==> src/rtl/mem_port_arbiter.sv <==
// Round-robin arbiter sharing one memory port between instruction fetch (port 0)
// and the data stage (port 1), sequencing each access through a fixed read latency.
module mem_port_arbiter #(
  parameter int unsigned AW  = 32,
  parameter int unsigned DW  = 32,
  parameter int unsigned LAT = 1
) (
  input  logic          clk,
  input  logic          rst,
  input  logic          req0,
  input  logic [AW-1:0] addr0,
  input  logic          req1,
  input  logic          we1,
  input  logic [AW-1:0] addr1,
  input  logic [DW-1:0] wdata1,
  input  logic [DW-1:0] mem_rdata,
  output logic          sel,
  output logic          gnt0,
  output logic          gnt1,
  output logic          mem_en,
  output logic          mem_we,
  output logic [AW-1:0] mem_addr,
  output logic [DW-1:0] mem_wdata,
  output logic          done0,
  output logic          done1,
  output logic [DW-1:0] rdata
);

  typedef enum logic [1:0] {IDLE, BUSY, DONE} state_t;

  state_t        state, state_n;
  logic [2:0]    cnt, cnt_n;
  logic          last, last_n;
  logic          wr, wr_n;
  logic          sel_n, gnt0_n, gnt1_n, mem_en_n, mem_we_n, done0_n, done1_n;
  logic [AW-1:0] mem_addr_n;
  logic [DW-1:0] mem_wdata_n, rdata_n;
  logic          win;

  always_ff @(posedge clk or posedge rst) begin
    if (rst) begin
      state     <= IDLE;
      cnt       <= '0;
      last      <= 1'b1;
      wr        <= 1'b0;
      sel       <= 1'b0;
      gnt0      <= 1'b0;
      gnt1      <= 1'b0;
      mem_en    <= 1'b0;
      mem_we    <= 1'b0;
      mem_addr  <= '0;
      mem_wdata <= '0;
      done0     <= 1'b0;
      done1     <= 1'b0;
      rdata     <= '0;
    end else begin
      state     <= state_n;
      cnt       <= cnt_n;
      last      <= last_n;
      wr        <= wr_n;
      sel       <= sel_n;
      gnt0      <= gnt0_n;
      gnt1      <= gnt1_n;
      mem_en    <= mem_en_n;
      mem_we    <= mem_we_n;
      mem_addr  <= mem_addr_n;
      mem_wdata <= mem_wdata_n;
      done0     <= done0_n;
      done1     <= done1_n;
      rdata     <= rdata_n;
    end
  end

  always_comb begin
    state_n     = state;
    cnt_n       = cnt;
    last_n      = last;
    wr_n        = wr;
    sel_n       = sel;
    gnt0_n      = gnt0;
    gnt1_n      = gnt1;
    mem_en_n    = mem_en;
    mem_we_n    = mem_we;
    mem_addr_n  = mem_addr;
    mem_wdata_n = mem_wdata;
    done0_n     = done0;
    done1_n     = done1;
    rdata_n     = rdata;
    win         = 1'b0;

    case (state)
      IDLE: begin
        if (req0 || req1) begin
          // On a tie the port that did not win last time gets the grant
          win         = (req0 && req1) ? ~last : req1;
          sel_n       = win;
          gnt0_n      = ~win;
          gnt1_n      = win;
          last_n      = win;
          mem_addr_n  = win ? addr1 : addr0;
          mem_we_n    = we1 & win;
          wr_n        = we1 & win;
          if (win) mem_wdata_n = wdata1;
          mem_en_n    = 1'b1;
          cnt_n       = 3'(LAT);
          state_n     = BUSY;
        end
      end
      BUSY: begin
        mem_en_n = 1'b0;
        mem_we_n = 1'b0;
        cnt_n    = cnt - 3'd1;
        if (cnt == 3'd1) begin
          if (!wr) rdata_n = mem_rdata;
          done0_n = ~sel;
          done1_n = sel;
          state_n = DONE;
        end
      end
      DONE: begin
        done0_n = 1'b0;
        done1_n = 1'b0;
        gnt0_n  = 1'b0;
        gnt1_n  = 1'b0;
        state_n = IDLE;
      end
      default: state_n = IDLE;
    endcase
  end

endmodule

==> config.mk <==
export PLATFORM = sky130hd
export DESIGN_NAME = mem_port_arbiter
export DESIGN_NICKNAME = d
export VERILOG_FILES = /design/src/rtl/mem_port_arbiter.sv
export SDC_FILE = /design/constraint.sdc
export NUM_CORES = 1
export LEC_CHECK = 0
export BUFFER_PORTS_ARGS = -buffer_cell sky130_fd_sc_hd__buf_2
export CAP_MARGIN = 30
export CORE_MARGIN = 2
export CORE_UTILIZATION = 51
export CTS_BUF_LIST = sky130_fd_sc_hd__clkbuf_2 sky130_fd_sc_hd__clkbuf_4 sky130_fd_sc_hd__clkbuf_8
export DETAILED_ROUTE_END_ITERATION = 8
export PLACE_DENSITY_LB_ADDON = 0.2
export REMOVE_ABC_BUFFERS = 1
export SYNTH_ARGS = -nofsm -noshare
export SYNTH_HDL_FRONTEND = slang
export SYNTH_SLANG_ARGS = --single-unit
==> constraint.sdc <==
create_clock -name clk -period 7.71 [get_ports clk]
set_input_delay 1.542 -clock clk [delete_from_list [all_inputs] [get_ports clk]]
set_output_delay 1.542 -clock clk [all_outputs]
set_load 0.01 [all_outputs]
==> flow_metrics.py <==
metrics = {
    "floorplanning": {
        "die-area_sq_um": 9970,
        "die_y_um": 99.8,
        "initial_core_util": 0.532,
        "die_width_um": 99.8,
        "io_pins": 236,
        "rows": 34,
        "coreArea_sq_um": 8810,
    },
    "finish": {
        "syn2layout_area_growth_pct": 29.6,
        "final_cell_mix": "235 x buf_2, 118 x mux2_2, 109 x dfrtp_1, 10 x clkbuf_8",
        "layout-drive-gt1-share": 0.713,
        "antenna-diode-count": 0,
        "layout.nets": 671,
        "stdcell_area_sq_um": 6070,
        "layout_commonest_cell": "buf_2",
    },
    "logic_synthesis": {
        "synth_xor_xnor_area_share": 0.00187,
        "ys_ff_latch": 110,
        "synth_fa_ha_area_frac": 0.00534,
        "synth_top_family_by_area": "multiplexers",
        "syn_area_sq_um": 4680,
        "yosys.area_share.simple": 0.0331,
        "synth-compound-area-share": 0.0251,
        "yosys_warnings": 0,
        "synthesis.area_per_instance_sq_um": 15.6,
        "synth-async-reset-ratio": 1.00,
        "yosysSeqAreaShare": 0.588,
        "synth_cell_types": 31,
        "synth-edff-count": 0,
        "synth_ff_type": "dfrtp_1",
        "synth_mux_area_frac": 0.313,
        "netlist_instances": 301,
    },
    "clock_tree": {
        "htreeDepth": 3,
        "cts_resized": 0,
        "clk_pin_slew_ps": 100,
        "cts_buffers": 9,
        "cts_setup_buffers": 0,
        "ctsRootBufferMaster": "clkbuf_8",
        "cts_sinks": 110,
        "clk_path_buf_depth": 2,
        "tritoncts": "built",
        "cts_hold_buf": 0,
        "clk_latency_ps": 360,
    },
    "pwr": {
        "total_power_uw": 2440,
        "max-vdd-ir-drop_mv": 0.230,
        "power.density_nw_per_um2": 403,
        "leakagePower_uw": 0.00300,
    },
    "timing": {
        "rsz0062_at_grt": "no",
        "fmax_mhz": 344,
        "final_max_slew_viol_count": 0,
        "layout_setup_ws_ps": 4800,
        "maxSlewHeadroom": 0.447,
        "finalHoldViolCount": 0,
        "fin_skew_ps": 11.4,
        "period_share": 0.377,
        "fin_tns_setup_ps": 0,
        "setup_viol_count_final": 0,
        "worst_slew_pin_slew_ps": 830,
        "min_period_ps": 2910,
    },
    "run": {
        "drv_cap": 0,
    },
    "hold_path": {
        "holdPathEnd": "mem_en$_DFFE_PP0P_",
        "hold-path-cell-count": 2,
        "min_from": "mem_en$_DFFE_PP0P_",
        "hold_class": "reg2reg",
    },
    "setup_path": {
        "cp-end-kind": "flop",
        "arrival_ps": 3150,
        "crit_fanout": 35,
        "required_ps": 7950,
        "regToRegEndpoint": "mem_addr[10]$_DFFE_PP0P_",
        "start_kind": "primary input",
        "reg2regPathDepth": 3,
        "worstSetupPathType": "in2reg",
        "r2r_slack_ps": 5480,
        "worstReg2RegStart": "state[0]$_DFFE_PP0P_",
    },
    "drt": {
        "route.detailed.drc": 0,
        "dr.pass1.iters": 4,
        "wirelength_um": 10300,
        "ant_nets": 0,
        "num_vias": 3304,
        "topRoutingLayerUsed": "met4",
        "drt-initial-drc-count": 58,
        "wl_per_cell_um": 15.9,
        "wl_met3_um": 807,
        "wl_met1_um": 4150,
        "routed_via_density": 5.09,
        "routed-wl-met2_um": 5240,
    },
    "global_routing": {
        "grt_pass1_wl_um": 16300,
        "grt_start_max_net_pins": 65,
        "grt_use_total": 0.209,
        "antenna_found_initial": 0,
        "grt_pass1_vias": 3289,
        "overflow": 0,
    },
    "placed_design": {
        "place.detailed.hpwl_um": 7850,
        "post_dp_cell_area_sq_um": 5880,
        "numPortBuffers": 235,
        "finalWeightedCongestion": 0.785,
        "dp_slack_ps": 4410,
    },
    "run_status": {
        "outcome": "completed",
    },
}
## cell families (layout without fill, tap and decap cells)
| family | after synthesis | count (layout) |
|---|---|---|
| AO/OA/AOI/OAI | 18 | 18 |
| XOR/XNOR | 1 | 1 |
| adder cells (fa/ha/maj) | 2 | 2 |
| buffers and inverters | 19 | 259 |
| flip-flops | 110 | 110 |
| multiplexers | 128 | 128 |
| AND/OR/NAND/NOR | 23 | 23 |
## layout make-up
| cell class | count | area, sq um |
|---|---|---|
| Multi-Input combinational cell | 172 | 1770 |
| Clock buffer | 11 | 145 |
| Clock inverter | 5 | 43.8 |
| Tap cell | 108 | 135 |
| Timing Repair Buffer | 239 | 1210 |
| Sequential cell | 110 | 2750 |
| Fill cell | 673 | 2730 |
| Inverter | 4 | 17.5 |
## report_power, final
part | leakage [uW] | internal [uW] | switching, uW
combinational | 0.00160 | 574 | 500
sequential | 0.00130 | 873 | 169
clock | 0.0000975 | 134 | 196
## how the worst max path moves through the flow
stage                     slack, ps  cells past startpoint                   endpoint  startpoint
after global placement         4480                      5   mem_wdata[7]$_DFFE_PP0P_        req0
after CTS                      4800                      5  mem_wdata[14]$_DFFE_PP0P_        req0
after global routing           4720                      5  mem_wdata[11]$_DFFE_PP0P_        req1
final                          4800                      5   mem_wdata[0]$_DFFE_PP0P_        req1
after detailed placement       4410                      5  mem_wdata[14]$_DFFE_PP0P_        req0
after floorplan                3270                      1         cnt[0]$_DFFE_PP0P_         rst
## sequential cells by signal (all words and copies together), names as in the netlist
signal and flops:
gnt0 1, gnt1 1, done1 1, wr 1, done0 1, sel 1
last 1, mem_wdata 32, mem_addr 32, mem_en 1, cnt 3, state 2
rdata 32, mem_we 1
## routing by layer
| layer | track usage | up-vias |
|---|---|---|
| met5 | 0 | - |
| met4 | 0.0632 | 0 |
| met3 | 0.0564 | 14 |
| met2 | 0.352 | 138 |
| met1 | 0.266 | 1608 |
| li1 | - | 1544 |
## through the flow
step                      hold WS, ps  utilization  std cells
after floorplan                   494            -        286
after CTS                         491        0.690        649
after global routing              510        0.690        649
after detailed placement          464        0.668        633
after global placement            465        0.668        633
final                             488        0.690        649
## Yosys cell counts (3+ instances only)
| library cell | instances | area [sq um] |
|---|---|---|
| nand2_1 | 4 | 15.0 |
| mux2_2 | 118 | 1330 |
| clkbuf_8 | 3 | 41.3 |
| inv_1 | 4 | 15.0 |
| o21ai_0 | 6 | 30.0 |
| nand2b_1 | 3 | 18.8 |
| nor2_1 | 6 | 22.5 |
| buf_6 | 7 | 78.8 |
| dfrtp_1 | 109 | 2730 |
| nor2b_1 | 4 | 25.0 |
| mux2_1 | 4 | 45.0 |
| mux2_4 | 6 | 90.1 |
| nor3_4 | 3 | 48.8 |
## worst max-delay path: stages
cell and delay (ps):
buf_2 110, a21bo_2 490, nor3_4 200, buf_4 400
mux2_2 390
(Power assumes the default switching activity.)
